$ cat config.mk
export PLATFORM = sky130hd
export DESIGN_NAME = mc_ctrl_fsm
export DESIGN_NICKNAME = d
export VERILOG_FILES = /design/src/rtl/cpu_pkg.sv /design/src/rtl/mem_ack_timer.sv /design/src/rtl/mc_ctrl_fsm.sv
export SDC_FILE = /design/constraint.sdc
export NUM_CORES = 1
export LEC_CHECK = 0
export CAP_MARGIN = 20
export CORE_MARGIN = 1
export CORE_UTILIZATION = 50
export CTS_BUF_LIST = sky130_fd_sc_hd__clkbuf_8
export CTS_CLUSTER_DIAMETER = 100
export DETAILED_ROUTE_END_ITERATION = 16
export GPL_TIMING_DRIVEN = 0
export MAX_ROUTING_LAYER = met4
export PLACE_DENSITY = 0.8
export SLEW_MARGIN = 30
export SYNTH_ARGS = -nofsm -noshare
export SYNTH_HDL_FRONTEND = slang
export SYNTH_SLANG_ARGS = --single-unit
$ cat constraint.sdc
create_clock -name clk -period 7.87 [get_ports clk]
set_input_delay 2.361 -clock clk [delete_from_list [all_inputs] [get_ports clk]]
set_output_delay 2.361 -clock clk [all_outputs]
set_load 0.01 [all_outputs]
$ cat src/rtl/cpu_pkg.sv
// cpu_pkg: shared definitions for the multi-cycle RV32I control path.
//   - RV32I major opcodes (also used by the immediate generator)
//   - control FSM state encoding
//   - datapath mux encodings: pc_src, wb_sel, alu_a_sel, alu_b_sel, alu_op
//   - trap cause codes
//   - alu_ctl(): ALU operand/operation selection for a given opcode
package cpu_pkg;

  localparam logic [6:0] OP_R     = 7'b0110011;
  localparam logic [6:0] OP_I     = 7'b0010011;
  localparam logic [6:0] OP_L     = 7'b0000011;
  localparam logic [6:0] OP_S     = 7'b0100011;
  localparam logic [6:0] OP_B     = 7'b1100011;
  localparam logic [6:0] OP_J     = 7'b1101111;
  localparam logic [6:0] OP_JALR  = 7'b1100111;
  localparam logic [6:0] OP_LUI   = 7'b0110111;
  localparam logic [6:0] OP_AUIPC = 7'b0010111;
  localparam logic [6:0] OP_SYS   = 7'b1110011;

  localparam logic [2:0] F3_ECALL = 3'b000;

  localparam logic [1:0] CAUSE_NONE    = 2'b00;
  localparam logic [1:0] CAUSE_ILLEGAL = 2'b01;
  localparam logic [1:0] CAUSE_BUS     = 2'b10;

  typedef enum logic [2:0] {
    S_FETCH  = 3'd0,
    S_DECODE = 3'd1,
    S_EXEC   = 3'd2,
    S_MEM    = 3'd3,
    S_WB     = 3'd4,
    S_HALT   = 3'd5,
    S_TRAP   = 3'd6
  } state_e;

  typedef enum logic [1:0] {PC_PLUS4 = 2'b00, PC_IMM = 2'b01, PC_ALU = 2'b10} pc_src_e;
  typedef enum logic [1:0] {WB_ALU = 2'b00, WB_MEM = 2'b01, WB_PC4 = 2'b10} wb_sel_e;
  typedef enum logic [1:0] {A_RS1 = 2'b00, A_PC = 2'b01, A_ZERO = 2'b10} alu_a_e;
  typedef enum logic [1:0] {B_RS2 = 2'b00, B_IMM = 2'b01, B_FOUR = 2'b10} alu_b_e;
  typedef enum logic [1:0] {ALU_ADD = 2'b00, ALU_CMP = 2'b01, ALU_FUNCT = 2'b10} alu_op_e;

  typedef struct packed {
    alu_a_e  a;
    alu_b_e  b;
    alu_op_e op;
  } alu_ctl_t;

  // Operand selection held from EXEC through WB so the ALU result stays valid
  // while memory or the register file consumes it.
  function automatic alu_ctl_t alu_ctl(input logic [6:0] opcode);
    alu_ctl_t c;
    c.a  = A_RS1;
    c.b  = B_RS2;
    c.op = ALU_ADD;
    case (opcode)
      OP_R:                 c.op = ALU_FUNCT;
      OP_I: begin
        c.b  = B_IMM;
        c.op = ALU_FUNCT;
      end
      OP_L, OP_S, OP_JALR:  c.b = B_IMM;
      OP_B:                 c.op = ALU_CMP;
      OP_J: begin
        c.a = A_PC;
        c.b = B_FOUR;
      end
      OP_LUI: begin
        c.a = A_ZERO;
        c.b = B_IMM;
      end
      OP_AUIPC: begin
        c.a = A_PC;
        c.b = B_IMM;
      end
      default: ;
    endcase
    return c;
  endfunction

endpackage

$ cat src/rtl/mem_ack_timer.sv
// mem_ack_timer: counts cycles a memory request has been waiting for its ack.
//   clk        system clock
//   rst_n      synchronous active-low reset
//   start_i    high for every cycle a request is presented
//   ack_i      memory completion
//   expired_o  request has been waiting ACK_TIMEOUT cycles with no ack this cycle
// The count is zero in the first cycle of each request, so expiry fires in the
// ACK_TIMEOUT-th waiting cycle; an ack in that cycle suppresses it.
module mem_ack_timer #(
  parameter int ACK_TIMEOUT = 255
) (
  input  logic clk,
  input  logic rst_n,
  input  logic start_i,
  input  logic ack_i,
  output logic expired_o
);

  localparam int CW = (ACK_TIMEOUT < 2) ? 1 : $clog2(ACK_TIMEOUT);
  localparam logic [CW-1:0] LAST = CW'(ACK_TIMEOUT - 1);

  logic [CW-1:0] cnt_q, cnt_d;
  logic          waiting;

  assign waiting = start_i && !ack_i;

  always_comb begin
    cnt_d = '0;
    if (waiting) begin
      cnt_d = (cnt_q == LAST) ? cnt_q : cnt_q + CW'(1);
    end
  end

  always_ff @(posedge clk) begin
    if (!rst_n) begin
      cnt_q <= '0;
    end else begin
      cnt_q <= cnt_d;
    end
  end

  assign expired_o = waiting && (cnt_q == LAST);

endmodule

$ cat src/rtl/mc_ctrl_fsm.sv
// mc_ctrl_fsm: multi-cycle RV32I control FSM sequencing one shared memory port,
// the ALU, register file and immediate generator.
//   clk, rst_n            clock, synchronous active-low reset
//   opcode, funct3        instruction register fields
//   br_taken              branch compare result (EXEC)
//   mem_ack               memory completion
//   mem_req, mem_we       memory request / store
//   addr_sel              0 = PC, 1 = ALU result
//   ir_we, pc_we, pc_src  IR / PC update controls
//   alu_a_sel, alu_b_sel, alu_op   ALU operand and operation selects
//   rf_we, wb_sel         register-file write enable and source
//   halted, trap, trap_cause       sticky terminal status
//   instret               retired-instruction count (wraps)
//
// state  | meaning
// FETCH  | read instruction at PC, wait for ack, latch IR and PC+4
// DECODE | ALU forms branch target PC+imm
// EXEC   | execute by opcode class; branches resolve here
// MEM    | load/store data access at ALU address
// WB     | one-cycle register-file write
// HALT   | ecall seen; idle until reset
// TRAP   | illegal opcode or bus timeout; idle until reset
//
// The cycle after reset is idle (run_q = 0) so a request in flight at the
// reset edge drops immediately and any late ack is ignored.
module mc_ctrl_fsm
  import cpu_pkg::*;
#(
  parameter int ACK_TIMEOUT = 255,
  parameter int CNT_W       = 32
) (
  input  logic             clk,
  input  logic             rst_n,
  input  logic [6:0]       opcode,
  input  logic [2:0]       funct3,
  input  logic             br_taken,
  input  logic             mem_ack,
  output logic             mem_req,
  output logic             mem_we,
  output logic             addr_sel,
  output logic             ir_we,
  output logic             pc_we,
  output logic [1:0]       pc_src,
  output logic [1:0]       alu_a_sel,
  output logic [1:0]       alu_b_sel,
  output logic [1:0]       alu_op,
  output logic             rf_we,
  output logic [1:0]       wb_sel,
  output logic             halted,
  output logic             trap,
  output logic [1:0]       trap_cause,
  output logic [CNT_W-1:0] instret
);

  localparam logic [CNT_W-1:0] ONE = {{(CNT_W-1){1'b0}}, 1'b1};

  state_e           state_q, state_d;
  logic             run_q;
  logic [1:0]       cause_q, cause_d;
  logic [CNT_W-1:0] instret_q, instret_d;
  logic             req_active;
  logic             expired;
  alu_ctl_t         ctl;

  assign req_active = run_q && ((state_q == S_FETCH) || (state_q == S_MEM));

  mem_ack_timer #(.ACK_TIMEOUT(ACK_TIMEOUT)) u_timer (
    .clk      (clk),
    .rst_n    (rst_n),
    .start_i  (req_active),
    .ack_i    (mem_ack),
    .expired_o(expired)
  );

  always_ff @(posedge clk) begin
    if (!rst_n) begin
      state_q   <= S_FETCH;
      run_q     <= 1'b0;
      cause_q   <= CAUSE_NONE;
      instret_q <= '0;
    end else begin
      state_q   <= state_d;
      run_q     <= 1'b1;
      cause_q   <= cause_d;
      instret_q <= instret_d;
    end
  end

  always_comb begin
    state_d   = state_q;
    cause_d   = cause_q;
    instret_d = instret_q;
    mem_req   = 1'b0;
    mem_we    = 1'b0;
    addr_sel  = 1'b0;
    ir_we     = 1'b0;
    pc_we     = 1'b0;
    pc_src    = PC_PLUS4;
    alu_a_sel = A_RS1;
    alu_b_sel = B_RS2;
    alu_op    = ALU_ADD;
    rf_we     = 1'b0;
    wb_sel    = WB_ALU;
    halted    = 1'b0;
    trap      = 1'b0;
    ctl       = alu_ctl(opcode);

    if (run_q) begin
      case (state_q)
        S_FETCH: begin
          mem_req = req_active;
          if (mem_ack) begin
            ir_we   = 1'b1;
            pc_we   = 1'b1;
            state_d = S_DECODE;
          end else if (expired) begin
            state_d = S_TRAP;
            cause_d = CAUSE_BUS;
          end
        end

        S_DECODE: begin
          alu_a_sel = A_PC;
          alu_b_sel = B_IMM;
          state_d   = S_EXEC;
        end

        S_EXEC: begin
          alu_a_sel = ctl.a;
          alu_b_sel = ctl.b;
          alu_op    = ctl.op;
          state_d   = S_WB;
          case (opcode)
            OP_R, OP_I, OP_LUI, OP_AUIPC: ;
            OP_L, OP_S: state_d = S_MEM;
            OP_B: begin
              pc_we     = br_taken;
              pc_src    = PC_IMM;
              instret_d = instret_q + ONE;
              state_d   = S_FETCH;
            end
            OP_J: begin
              pc_we  = 1'b1;
              pc_src = PC_IMM;
            end
            OP_JALR: begin
              pc_we  = 1'b1;
              pc_src = PC_ALU;
            end
            OP_SYS: begin
              if (funct3 == F3_ECALL) begin
                state_d = S_HALT;
              end else begin
                state_d = S_TRAP;
                cause_d = CAUSE_ILLEGAL;
              end
            end
            default: begin
              state_d = S_TRAP;
              cause_d = CAUSE_ILLEGAL;
            end
          endcase
        end

        S_MEM: begin
          mem_req   = req_active;
          addr_sel  = 1'b1;
          mem_we    = (opcode == OP_S);
          alu_a_sel = ctl.a;
          alu_b_sel = ctl.b;
          alu_op    = ctl.op;
          if (mem_ack) begin
            if (opcode == OP_S) begin
              instret_d = instret_q + ONE;
              state_d   = S_FETCH;
            end else begin
              state_d = S_WB;
            end
          end else if (expired) begin
            state_d = S_TRAP;
            cause_d = CAUSE_BUS;
          end
        end

        S_WB: begin
          alu_a_sel = ctl.a;
          alu_b_sel = ctl.b;
          alu_op    = ctl.op;
          rf_we     = 1'b1;
          if (opcode == OP_L) begin
            wb_sel = WB_MEM;
          end else if ((opcode == OP_J) || (opcode == OP_JALR)) begin
            wb_sel = WB_PC4;
          end
          instret_d = instret_q + ONE;
          state_d   = S_FETCH;
        end

        S_HALT: halted = 1'b1;
        S_TRAP: trap = 1'b1;
        default: begin
          state_d = S_TRAP;
          cause_d = CAUSE_ILLEGAL;
        end
      endcase
    end
  end

  assign trap_cause = cause_q;
  assign instret    = instret_q;

endmodule

==> results by group, run 1 <==
Status
  • Status: complete, no violations

Place
  • HPWL after DPL: between 5 and 6 mm
  • I/O Buffers: 63
  • Final GP Congestion: 0.887

Synthesis
  • Post-synth EDFFs: 0
  • Cell area after synthesis: about 0.0028 mm2
  • XOR/XNOR Fraction of Synth Area: 0.0221
  • Share of synthesized registers carrying an async set or reset: 0
  • Top FF cell, synth: dfxtp_1
  • Yosys warns: 0
  • Post-Synth Adder-Cell Area: 0.0135
  • Flops & latches, synth: 46
  • Largest family of logic cells by synthesized area: simple AND/OR/NAND/NOR gates
  • Post-synthesis sequential area ratio: 0.332
  • Synth cell types: 52
  • Mapped Nets: 367
  • Share of the synthesized area in compound gates (AO/OA/AOI/OAI): 0.232
  • Syn_area_per_cell: 7.93 um2
  • Simple-gate portion of the synthesized area: 0.338
  • Gate Count Post-Synth: 350
  • Mux share of post-synthesis cell area: 0.00721

Power
  • Tot Pwr: 0.449 mW
  • Max IR drop VDD: a little under 0.08 mV
  • Sequential share of power: 0.531
  • Clk network pwr share: 0.323
  • Pint: 0.322 mW
  • Pwr dens: between 100 and 150 mW/mm2
  • Combinational Power Share: 0.146
  • Sw frac: 0.282
  • Psw: 0.127 mW
  • Leakage: between 1 and 1.5 nW

Detailed routing
  • DR pass1 iterations: 5
  • DR DRC count: 0
  • Routed length per instance: 16.4 um
  • Post-DR vias/cell: 6.27
  • ANT nets after route: 0
  • Starting DRC count in detailed routing: 233
  • Vias after detailed routing: 3,080
  • Post-Route WL: roughly 8.1 mm

Timing
  • Tightest slew margin relative to the limit: 0.528
  • FMAX: between 0.1 and 0.15 GHz
  • Final Hold Fails: 0
  • Final hold slack: 504 ps
  • Final setup violating endpoints: 0
  • Fin crit period: ~7000 ps
  • RSZ-0062 raised after global routing: no
  • Count of pins over their slew limit: 0
  • Worst-margin pin slew: around 700 ps
  • Clock Skews: 11.3 ps
  • Setup TNS: 0 ps
  • Period utilization: 0.892

Worst setup path
  • Worst reg2reg path startpoint: state_q[2]
  • Worst R2R Path Depth: 8
  • Cell Chain, Critical Path: clkdlybuf4s50_1 -> clkbuf_1 -> nor4b_1 -> a21oi_1 -> nor2_1 -> o21ai_0 -> a21boi_0 -> clkdlybuf4s50_1
  • FF-to-FF End: instret[6]
  • Arrival @ worst endpoint: 4660 ps
  • CP max FO: 10
  • CP dominant cell by count: clkdlybuf4s50_1
  • CP max-delay cell: clkdlybuf4s50_1
  • CP startpoint: opcode[4]
  • WS Path Type: primary input to primary output
  • Setup crit start kind: primary input
  • CP required: 5510 ps
  • Crit end category: primary output
  • Slowest Stage Delay on Critical Path: about 600 ps
  • Worst reg-to-reg setup slack: between 5000 and 6000 ps

Clocking
  • Maximum root-to-sink buffer count: 2
  • CTS resizes: 0
  • Post-CTS setup buffers: 0
  • Post-CTS Hold Buffers: 0
  • TritonCTS Sinks: 46
  • Clock Pin Slew Worst Setup and Hold Paths: 90 ps
  • Worst skew pair latency: a little over 300 ps
  • Clock tree root driver cell: clkbuf_8
  • H-Tree Depth: 2
  • TritonCTS buffer count: 5
  • CTS tree: built

Finish
  • Most frequent cells in the layout: clkdlybuf4s50_1 (63), dfxtp_1 (46), a21oi_1 (38)
  • Share of cells above drive strength 1: 0.0570
  • Area delta synth->final: 29.0%
  • Nets: approximately 440
  • # diodes: 0
  • Commonest non-fill, non-tap cell in the layout: clkdlybuf4s50_1
  • Filler Cell Count: 462

Global routing
  • Met2 Track Usage GR: 0.432
  • Vias in the first global route: 2,781
  • First-pass GRT wire length: 13.2 mm
  • Met3 usage: 0.0563
  • Largest net degree at the start of global routing: 15
  • Initial antenna violation count: 0
  • Top Usage Layer GRT: met2
  • GRT Util Overall: 0.282
  • GRT overflow: 0
  • GRT met1 Usage: 0.373

Floorplanning
  • Die extent in x: 76.5 um
  • Placeable Area: about 0.0052 mm2
  • # IOs: 66
  • Initial Utilization: 0.530
  • Cell Rows: 26
  • Die Span Y: 76.5 um
  • Full die area: 0.00585 mm2

Worst hold path
  • HP Start: trap_cause[1]
  • Worst Hold Endpoint: trap_cause[1]
  • Worst Hold Path Cells: 2
  • Hold crit path type: flop to flop

Job
  • Max Cap Violations: 0
final cells by class:
cell class              count  area, um2  share of cell area
well taps                  70       87.6              0.0245
flip-flops and latches     46        921               0.257
clock buffers               5       68.8              0.0192
clock inverters             3       17.5             0.00489
multi-input cells         267       1700               0.475
inverters                  11       41.3              0.0115
repair buffers             63        631               0.176
plain buffers              26        113              0.0315
worst max-delay path by stage:
stage | endpoint | depth (start not counted)
final | alu_a_sel[0] | 8
after global routing | alu_a_sel[0] | 8
after floorplan | wb_sel[0] | 4
after detailed placement | alu_a_sel[0] | 8
after global placement | alu_a_sel[0] | 8
after CTS | alu_a_sel[0] | 8
power groups by stage:
| stage | Sequential (mW) | Clock [mW] | Combinational, mW |
|---|---|---|---|
| finish | 0.238 | 0.145 | 0.0655 |
| detailed placement | 0.244 | 0 | 0.0642 |
| global placement | 0.244 | 0 | 0.0634 |
| global route | 0.239 | 0.156 | 0.0709 |
| CTS | 0.238 | 0.147 | 0.0645 |
| floorplan | 0.244 | 0 | 0.0383 |
per-layer routing:
metal	vias to the layer above	wire [um]
li1	1489	-
met2	144	3720
met4	0	78
met1	1438	3630
met3	9	636
met5	-	0
flip-flops by register name, indices dropped and copies added (netlist names):
signal,flops
instret,32
run_q,1
state_q,3
u_timer.cnt_q,8
trap_cause,2
worst max-delay path, delay by kind of cell:
kind	cells	cell delay (ps)
simple gates	2	410
compound gates	3	480
buf+inv	3	1410
logic make-up after synthesis:
logic type,Yosys count
AOI/OAI and AO/OA,98
muxes,2
adders and majority gates,3
buffers and inverters,37
xor gates and xnor gates,7
DFF,46
and+or+nand+nor,157
synth_stat cells (4+ instances only):
| master | instances | area, um2 |
|---|---|---|
| and2_1 | 5 | 31.3 |
| o21ai_0 | 8 | 40.0 |
| nand2b_1 | 9 | 56.3 |
| inv_1 | 11 | 41.3 |
| nor2_1 | 17 | 63.8 |
| o211ai_1 | 5 | 37.5 |
| xor2_1 | 5 | 43.8 |
| buf_2 | 7 | 35.0 |
| or4_1 | 26 | 195 |
| nand2_1 | 20 | 75.1 |
| and3_1 | 4 | 25.0 |
| clkbuf_1 | 15 | 56.3 |
| nor3b_1 | 4 | 30.0 |
| dfxtp_1 | 46 | 921 |
| nand3_1 | 18 | 90.1 |
| a21oi_1 | 38 | 190 |
| nor3_1 | 13 | 65.1 |
| o31ai_1 | 26 | 195 |
| nand4_1 | 16 | 100 |
through the flow:
step,setup slack [ps],util,cells,cell area (um2)
after CTS,891,0.683,491,3580
after global placement,994,0.667,483,3490
final,854,0.683,491,3580
after detailed placement,926,0.667,483,3490
after global routing,688,0.683,491,3580
after floorplan,2060,-,350,2780
Power figures use the tool's default switching activity.
==> run 2: changes to the inputs <==
--- a/config.mk
+++ b/config.mk
@@ -12,6 +12,7 @@
 export CTS_CLUSTER_DIAMETER = 100
 export DETAILED_ROUTE_END_ITERATION = 16
 export GPL_TIMING_DRIVEN = 0
+export HOLD_SLACK_MARGIN = 0.1
 export MAX_ROUTING_LAYER = met4
 export PLACE_DENSITY = 0.8
 export SLEW_MARGIN = 30
==> results of run 2 <==
No change in the layout: final DEF, timing and power equal those of run 1.
